$ cat src/rtl/ce_gen_pkg.sv
// Shared constants and elaboration helpers for the clock-enable generator bank.
package ce_gen_pkg;

   localparam int unsigned F_CLK_DEF   = 50_000_000;
   localparam int unsigned F_BASE_DEF  = 1_000_000;
   localparam int unsigned DIV_RST_DEF = 10;

   // Terminal value of the base prescaler down-counter.
   function automatic int unsigned pre_calc(input int unsigned f_clk, input int unsigned f_base);
      return f_clk / f_base - 1;
   endfunction

   function automatic bit ratio_ok(input int unsigned f_clk, input int unsigned f_base);
      return (f_base != 0) && (f_clk % f_base == 0) && (f_clk / f_base >= 2);
   endfunction

endpackage

$ cat src/rtl/ce_gen_bank_chan.sv
// One channel: down-counter with terminal-count enable, active divisor and a
// shadow divisor that is committed only at a wrap or a phase restart.
module ce_chan
   import ce_gen_pkg::*;
#(
   parameter int unsigned CW      = 16,
   parameter int unsigned DIV_RST = DIV_RST_DEF
) (
   input  logic          clk,
   input  logic          rst,
   input  logic          src,
   input  logic          sync,
   input  logic          wr,
   input  logic [CW-1:0] wr_div,
   output logic          ce,
   output logic          pend
);

   logic [CW-1:0] cnt;
   logic [CW-1:0] div_q;
   logic [CW-1:0] shd;
   logic [CW-1:0] eff_div;
   logic [CW-1:0] reload;
   logic          silent;
   logic          wrap;

   // A write landing in the commit cycle takes precedence over the shadow.
   always_comb begin
      eff_div = div_q;
      if (pend) eff_div = shd;
      if (wr)   eff_div = wr_div;
      reload = (eff_div == '0) ? '0 : eff_div - CW'(1);
   end

   assign silent = (div_q == '0);
   assign wrap   = src & (cnt == '0) & ~silent;
   assign ce     = wrap;

   always_ff @(posedge clk) begin
      if (rst) begin
         cnt   <= CW'(DIV_RST - 1);
         div_q <= CW'(DIV_RST);
         shd   <= '0;
         pend  <= 1'b0;
      end else if (silent && wr) begin
         // Nothing to keep glitch-free on a silent channel, so apply at once.
         div_q <= wr_div;
         cnt   <= reload;
         pend  <= 1'b0;
      end else if (sync || wrap) begin
         div_q <= eff_div;
         cnt   <= reload;
         pend  <= 1'b0;
      end else begin
         if (src && cnt != '0) cnt <= cnt - CW'(1);
         if (wr) begin
            shd  <= wr_div;
            pend <= 1'b1;
         end
      end
   end

endmodule

$ cat src/rtl/ce_gen_bank.sv
// Multi-channel clock-enable generator: base prescaler plus NCH divider channels.
// Define CE_GEN_CASCADE_EN to chain channel k onto the enable of channel k-1.
module ce_gen_bank
   import ce_gen_pkg::*;
#(
   parameter int unsigned F_CLK   = F_CLK_DEF,
   parameter int unsigned F_BASE  = F_BASE_DEF,
   parameter int unsigned NCH     = 4,
   parameter int unsigned CW      = 16,
   parameter int unsigned DIV_RST = DIV_RST_DEF
) (
   input  logic                                     clk,
   input  logic                                     rst,
   input  logic                                     en,
   input  logic                                     sync,
   input  logic                                     cfg_we,
   input  logic [((NCH > 1) ? $clog2(NCH) : 1)-1:0] cfg_ch,
   input  logic [CW-1:0]                            cfg_div,
   output logic                                     ce_base,
   output logic [NCH-1:0]                           ce,
   output logic [NCH-1:0]                           pend
);

   localparam int unsigned PRE = pre_calc(F_CLK, F_BASE);
   localparam int          PW  = (PRE < 2) ? 1 : $clog2(PRE + 1);
   localparam int          CHW = (NCH > 1) ? $clog2(NCH) : 1;

   if (!ratio_ok(F_CLK, F_BASE)) begin : g_bad_ratio
      $error("ce_gen_bank: F_CLK/F_BASE must be an integer >= 2");
   end

   logic [PW-1:0] pre_cnt;
   logic          sync_en;

   // A stalled bank keeps its phase, so restart is honoured only while enabled.
   assign sync_en = sync & en;

   always_ff @(posedge clk) begin
      if (rst)          pre_cnt <= PW'(PRE);
      else if (sync_en) pre_cnt <= PW'(PRE);
      else if (en)      pre_cnt <= (pre_cnt == '0) ? PW'(PRE) : pre_cnt - PW'(1);
   end

   assign ce_base = en & ~rst & ~sync & (pre_cnt == '0);

   for (genvar k = 0; k < int'(NCH); k++) begin : g_ch
      logic src_k;
      logic ce_k;
      logic wr_k;

`ifdef CE_GEN_CASCADE_EN
      if (k == 0) begin : g_src
         assign src_k = ce_base;
      end else begin : g_src
         assign src_k = g_ch[k-1].ce_k;
      end
`else
      assign src_k = ce_base;
`endif

      assign wr_k  = cfg_we & (cfg_ch == CHW'(k));
      assign ce[k] = ce_k;

      ce_chan #(
         .CW      (CW),
         .DIV_RST (DIV_RST)
      ) u_chan (
         .clk    (clk),
         .rst    (rst),
         .src    (src_k),
         .sync   (sync_en),
         .wr     (wr_k),
         .wr_div (cfg_div),
         .ce     (ce_k),
         .pend   (pend[k])
      );
   end

endmodule

$ cat config.mk
export PLATFORM = sky130hd
export DESIGN_NAME = ce_gen_bank
export DESIGN_NICKNAME = d
export VERILOG_FILES = /design/src/rtl/ce_gen_pkg.sv /design/src/rtl/ce_gen_bank_chan.sv /design/src/rtl/ce_gen_bank.sv
export SDC_FILE = /design/constraint.sdc
export NUM_CORES = 1
export LEC_CHECK = 0
export BUFFER_PORTS_ARGS = -buffer_cell sky130_fd_sc_hd__buf_2
export CAP_MARGIN = 20
export CORE_MARGIN = 4
export CORE_UTILIZATION = 35
export DETAILED_ROUTE_END_ITERATION = 10
export PLACE_DENSITY = 0.49
export SYNTH_ARGS = -nofsm -noshare
export SYNTH_HDL_FRONTEND = slang
export SYNTH_SLANG_ARGS = --single-unit
$ cat constraint.sdc
create_clock -name clk -period 4.2 [get_ports clk]
set_input_delay 0.63 -clock clk [delete_from_list [all_inputs] [get_ports clk]]
set_output_delay 0.63 -clock clk [all_outputs]
set_load 0.01 [all_outputs]
After elaboration in Yosys (flattened, before gate mapping)
Index checks and enable logic that the tools add are counted.

storage, ports and cells
  flip-flop bits (word level) = 202
  input port bits = 23
  output and inout bits = 9
  logic and storage cells = 139

operators by class
  add/sub/neg operators = 9
  equality and inequality tests = 3
  muxes and demuxes = 33
  bitwise gates (word level) = 30
  reductions and logical operators = 47

operator list
  kind                                                                    count
  16-bit 2-to-1 mux                                                       32
  16-bit zero test                                                        12
  16-bit by 1-bit subtractor with 16-bit output (second input constant)   8
  16-bit nonzero test                                                     4
  1-bit bitwise AND                                                       16
  1-bit NOT                                                               14
  3-bit AND reduction                                                     4
  3-bit nonzero test                                                      4
  3-bit OR reduction                                                      4
  1-bit logical AND                                                       8
  2-bit nonzero test                                                      4
  6-bit zero test                                                         1
  6-bit 2-to-1 mux                                                        1
  6-bit by 1-bit subtractor with 6-bit output (second input constant)     1
  2-bit equality test (second input constant)                             2
  1-bit logical OR                                                        4
  2-bit by 1-bit equality test with 1-bit output (second input constant)  1
  2-bit zero test                                                         1
  2-bit OR reduction                                                      1

Longest topological paths before layout
  depth after elaboration = 9
  gate-level depth with buffers = 13
  mapped depth without buffers = 9

Hierarchy
A second synthesis with hierarchy kept.

unflattened totals
  cells, all modules = 1408
  area total of the unflattened synthesis = 11491.0 um^2

modules (own cells, without submodules)
  module                        times used  cells each  area an instance (um^2)  sequential area each (um^2)
  ce_chan (g_ch[2].u_chan ...)  2           335         2800.2                   980.9
  ce_chan (g_ch[0].u_chan ...)  2           348         2761.4                   980.9
  ce_gen_bank                   1           42          367.9                    120.1

Worst setup path after synthesis
Ideal clock, no wire load.

  path type = input port to flip-flop
  from = input port cfg_we
  to = register g_ch[3].u_chan.cnt[11]
  setup time = 0.137 ns
  arrival time = 3.157 ns
  required time = 4.063 ns
  setup slack = 0.906 ns
  cell stages on the path = 12
  path buffers = 3
  cells stage by stage = buf_2 -> and3_1 -> buf_2 -> buf_1 -> nor2_1 -> a21oi_1 -> ha_1 -> o211ai_1 -> a211oi_2 -> nand4_1 -> nand3_1 -> o221ai_1

on the way
  longest elaborated chain between the ends = 6
  elaborated cells between the ends (all ways) = 9
  those cells by class = add/sub: 1; mux: 4; bitwise: 1; reduce/logical: 3

RTL lines
  what                                                                               RTL line                source
  from (decl)                                                                        ce_gen_bank.sv:16       input logic cfg_we,
  1-bit bitwise AND (*)                                                              ce_gen_bank.sv:61       assign wr_k = cfg_we & (cfg_ch == CHW'(k));
  16-bit 2-to-1 mux                                                                  ce_gen_bank_chan.sv:31  if (wr) eff_div = wr_div;
  16-bit by 1-bit subtractor with 16-bit output or 16-bit zero test (tied branches)  ce_gen_bank_chan.sv:32  reload = (eff_div == '0) ? '0 : eff_div - CW'(1);
  16-bit 2-to-1 mux                                                                  ce_gen_bank_chan.sv:32
  16-bit 2-to-1 mux                                                                  ce_gen_bank_chan.sv:50  end else if (sync || wrap) begin
  16-bit 2-to-1 mux                                                                  ce_gen_bank_chan.sv:45  end else if (silent && wr) begin
  to (signal assigned)                                                               ce_gen_bank_chan.sv:48  cnt <= reload;
  to (signal assigned)                                                               ce_gen_bank_chan.sv:52  cnt <= reload;
  to (signal assigned)                                                               ce_gen_bank_chan.sv:55  if (src && cnt != '0) cnt <= cnt - CW'(1);
  to (decl)                                                                          ce_gen_bank_chan.sv:19  logic [CW-1:0] cnt;

Every way passes the cells marked *; elsewhere a longest branch is shown, timed or not.
A chain may end at the register's enable or synchronous reset.

Worst setup path in the final report
  from = register g_ch[1].u_chan.cnt[2]
  to = output port ce[1]

on the way
  longest elaborated chain between the ends = 3

RTL lines
  what                            RTL line                source
  from (decl)                     ce_gen_bank_chan.sv:19
  from (signal assigned)          ce_gen_bank_chan.sv:41  cnt <= CW'(DIV_RST - 1);
  from (signal assigned)          ce_gen_bank_chan.sv:48
  from (signal assigned)          ce_gen_bank_chan.sv:52
  16-bit zero test                ce_gen_bank_chan.sv:36  assign wrap = src & (cnt == '0) & ~silent;
  1-bit bitwise AND (2 in a row)  ce_gen_bank_chan.sv:36
  to (decl)                       ce_gen_bank.sv:20       output logic [NCH-1:0] ce,

No other way between the ends.

==> results_dict.tcl <==
set metrics [dict create \
    dr_total_vias 11162 \
    peakVddDrop_uv 343 \
    layout_commonest_cell "dfxtp_1" \
    finalInstanceArea_um2 13700 \
    synth_nets 1580 \
    cts_tree "yes" \
    syn_inst 1544 \
    drcViolationCount 0 \
    skew_ns 0.0128 \
    relSlewSlack 0.366 \
    synth_ff_type "dfxtp_1" \
    fin_crit_ns 3.25 \
    fin_crit_sh 0.773 \
    nets 1558 \
    final_max_slew_viol_count 0 \
    synth_area_um2 12300 \
    async_reset_ff_frac 0 \
    vias_per_cell 5.59 \
    start_util 0.355 \
    clock_latency_ns 0.54 \
    grt_pass1_wl_um 61200 \
    dp_hpwl_um 27100 \
    synth_edf_count 0 \
    crit_fanout 9 \
    hold_violations 0 \
    ys_types 77 \
    cts_buffers 27 \
    first_iter_violations 715 \
    cts.sinks 202 \
    setup_tns_ns 0 \
    wl_per_cell_um 19.4 \
    cellPowerDensity_nw_per_um2 376 \
    arrival_ns 2.62 \
    hold_class "in2reg" \
    cts-htree-levels 1 \
    hold_buffers 0 \
    worst-path-buf-inv 1 \
    worst_slew_pin_slew_ns 0.951 \
    outcome "complete, no violations" \
    n_fill_cell 3516 \
    fmax_mhz 308 \
    grt_pass1_vias 10555 \
    layout_common_cells "dfxtp_1 (202), a21oi_1 (149), nand2_1 (147)" \
    cts_resized 0 \
    maxCapViolCount 0 \
    cts_setup_buffers 0 \
    synth_area_leaders "dfxtp_1 (33%), mux2i_1 (9.0%), a21oi_1 (6.1%), nand2_1 (4.5%), nor2_1 (4.5%)" \
    die_x_um 195 \
    place_congestion 0.841 \
    overflow 0 \
    clkSlewWorstSetupHoldPaths_ns 0.06 \
    detail-route-antenna-nets 0 \
    rows 68 \
    port-buffer-count 31 \
    leakage_nw 4.77 \
    worstPathRequired_ns 3.57 \
    ys_seq_area_frac 0.329 \
    synth.avg_cell_area_um2 7.96 \
    synth-seq-cells 202 \
    synth_top_area_frac 0.329 \
    cts_root_buf "clkbuf_16" \
    io_pins 32 \
    rsz0062_at_grt "no" \
    antenna_found_initial 0 \
    drive_gt1_frac 0.115 \
    crit_chain "or4_1 -> nand4bb_4 -> a311oi_4 -> buf_2" \
    drt-total-wl_um 38700 \
    grt_usage 0.195 \
    dieArea_um2 38200 \
    cts_buffer_depth 3 \
    yosys_warnings 0 \
    antenna_cells 0 \
    dpl_cell_area_um2 12800 \
    drt_pass1_iterations 5 \
    die_y_um 195 \
    cp_top_family "simple AND/OR/NAND/NOR gates" \
    synth_area_leader_cell "dfxtp_1" \
    start_kind "flop" \
    slowest_delay_ns 0.68 \
    criticalPathCategory "reg2out" \
    crit_slowest_cell "or4_1" \
    coreArea_um2 34600 \
    syn2layout_area_growth_pct 11.6 \
    final-setup-viol-count 0 \
    grt_start_max_net_pins 165 \
    crit_path_end_kind "primary output" \
]
## worst register-to-register path: cells and delay by family, from the launching register on
kind,cells,cell delay (ns)
compound gates,3,0.63
buf+inv,1,0.10
flops,1,0.57
simple gates,2,0.75
mux,2,0.68
fa+ha+maj,1,0.28
## cell usage after synthesis, drive strengths merged (5+ instances only)
cell type,number
a211oi,10
a21oi,149
a221oi,7
a311oi,6
a31oi,10
and3,14
and4,5
buf,44
clkbuf,79
dfxtp,202
ha,13
inv,18
mux2,25
mux2i,111
nand2,147
nand2b,18
nand3,65
nand3b,8
nand4,36
nor2,147
nor3,54
nor3b,7
nor4,36
nor4b,11
o211ai,39
o21a,9
o21ai,58
o22ai,22
o31a,7
o31ai,5
or2,26
or3,15
or4,14
xnor2,51
xor2,24
## per-layer routing
| layer | routed length [µm] | up-vias | global-route usage |
|---|---|---|---|
| li1 | - | 5581 | - |
| met4 | 626 | 0 | 0.0354 |
| met2 | 17800 | 199 | 0.321 |
| met3 | 1370 | 43 | 0.0214 |
| met1 | 18900 | 5339 | 0.280 |
| met5 | 0 | - | 0 |
## path summary, 6_finish.rpt
kind                                                      startpoint                              endpoint  slack, ns  depth (start not counted)
worst max-delay path              g_ch[1].u_chan.cnt[2]$_SDFFE_PP0P_                                 ce[1]       0.95                          4
worst min register to register  g_ch[1].u_chan.div_q[0]$_SDFFE_PP0P_  g_ch[1].u_chan.div_q[0]$_SDFFE_PP0P_       0.47                          2
worst min-delay path                                              en               pre_cnt[1]$_SDFFE_PP0P_       0.38                          2
worst max register to register      g_ch[1].u_chan.pend$_SDFFE_PP0P_    g_ch[1].u_chan.cnt[1]$_SDFFE_PP0P_       1.01                          9
## stage by stage
stage	util	setup WS [ns]	std cells	hold WS (ns)	power, W
floorplan	-	0.906	1544	0.442	0.00257
global placement	0.369	0.730	1948	0.454	0.00278
detailed placement	0.369	0.686	1948	0.462	0.00278
CTS	0.396	0.907	1996	0.363	0.00521
global route	0.396	0.726	1996	0.368	0.00538
finish	0.396	0.953	1996	0.383	0.00516
## logic make-up after synthesis
kind of cell,count (synthesis),synth area share
mux,136,0.113
fa+ha+maj,13,0.0132
xor+xnor,75,0.0535
compound gates,357,0.183
simple gates,619,0.256
flops,202,0.329
buf+inv,142,0.0514
## report_power, final
| group | leakage (nW) | total, W | internal, W | switching (W) |
|---|---|---|---|---|
| Sequential | 1.64 | 0.00204 | 0.00198 | 0.0000604 |
| Clock | 0.446 | 0.00242 | 0.00151 | 0.000910 |
| Combinational | 2.68 | 0.000708 | 0.000248 | 0.000459 |
## cell type report
class	instances	area (µm²)	share of cell area
Sequential cell	202	4040	0.295
Clock inverter	12	170	0.0124
Multi-Input combinational cell	1200	7620	0.555
Tap cell	455	569	0.0415
Inverter	19	71.3	0.00520
Clock buffer	36	759	0.0554
Timing Repair Buffer	72	482	0.0351
## flip-flops by register name, summed over array words and instances (netlist names)
signal	flops
g_ch.u_chan.cnt	64
g_ch.u_chan.shd	64
g_ch.u_chan.pend	4
pre_cnt	6
g_ch.u_chan.div_q	64
(Power assumes the default switching activity.)
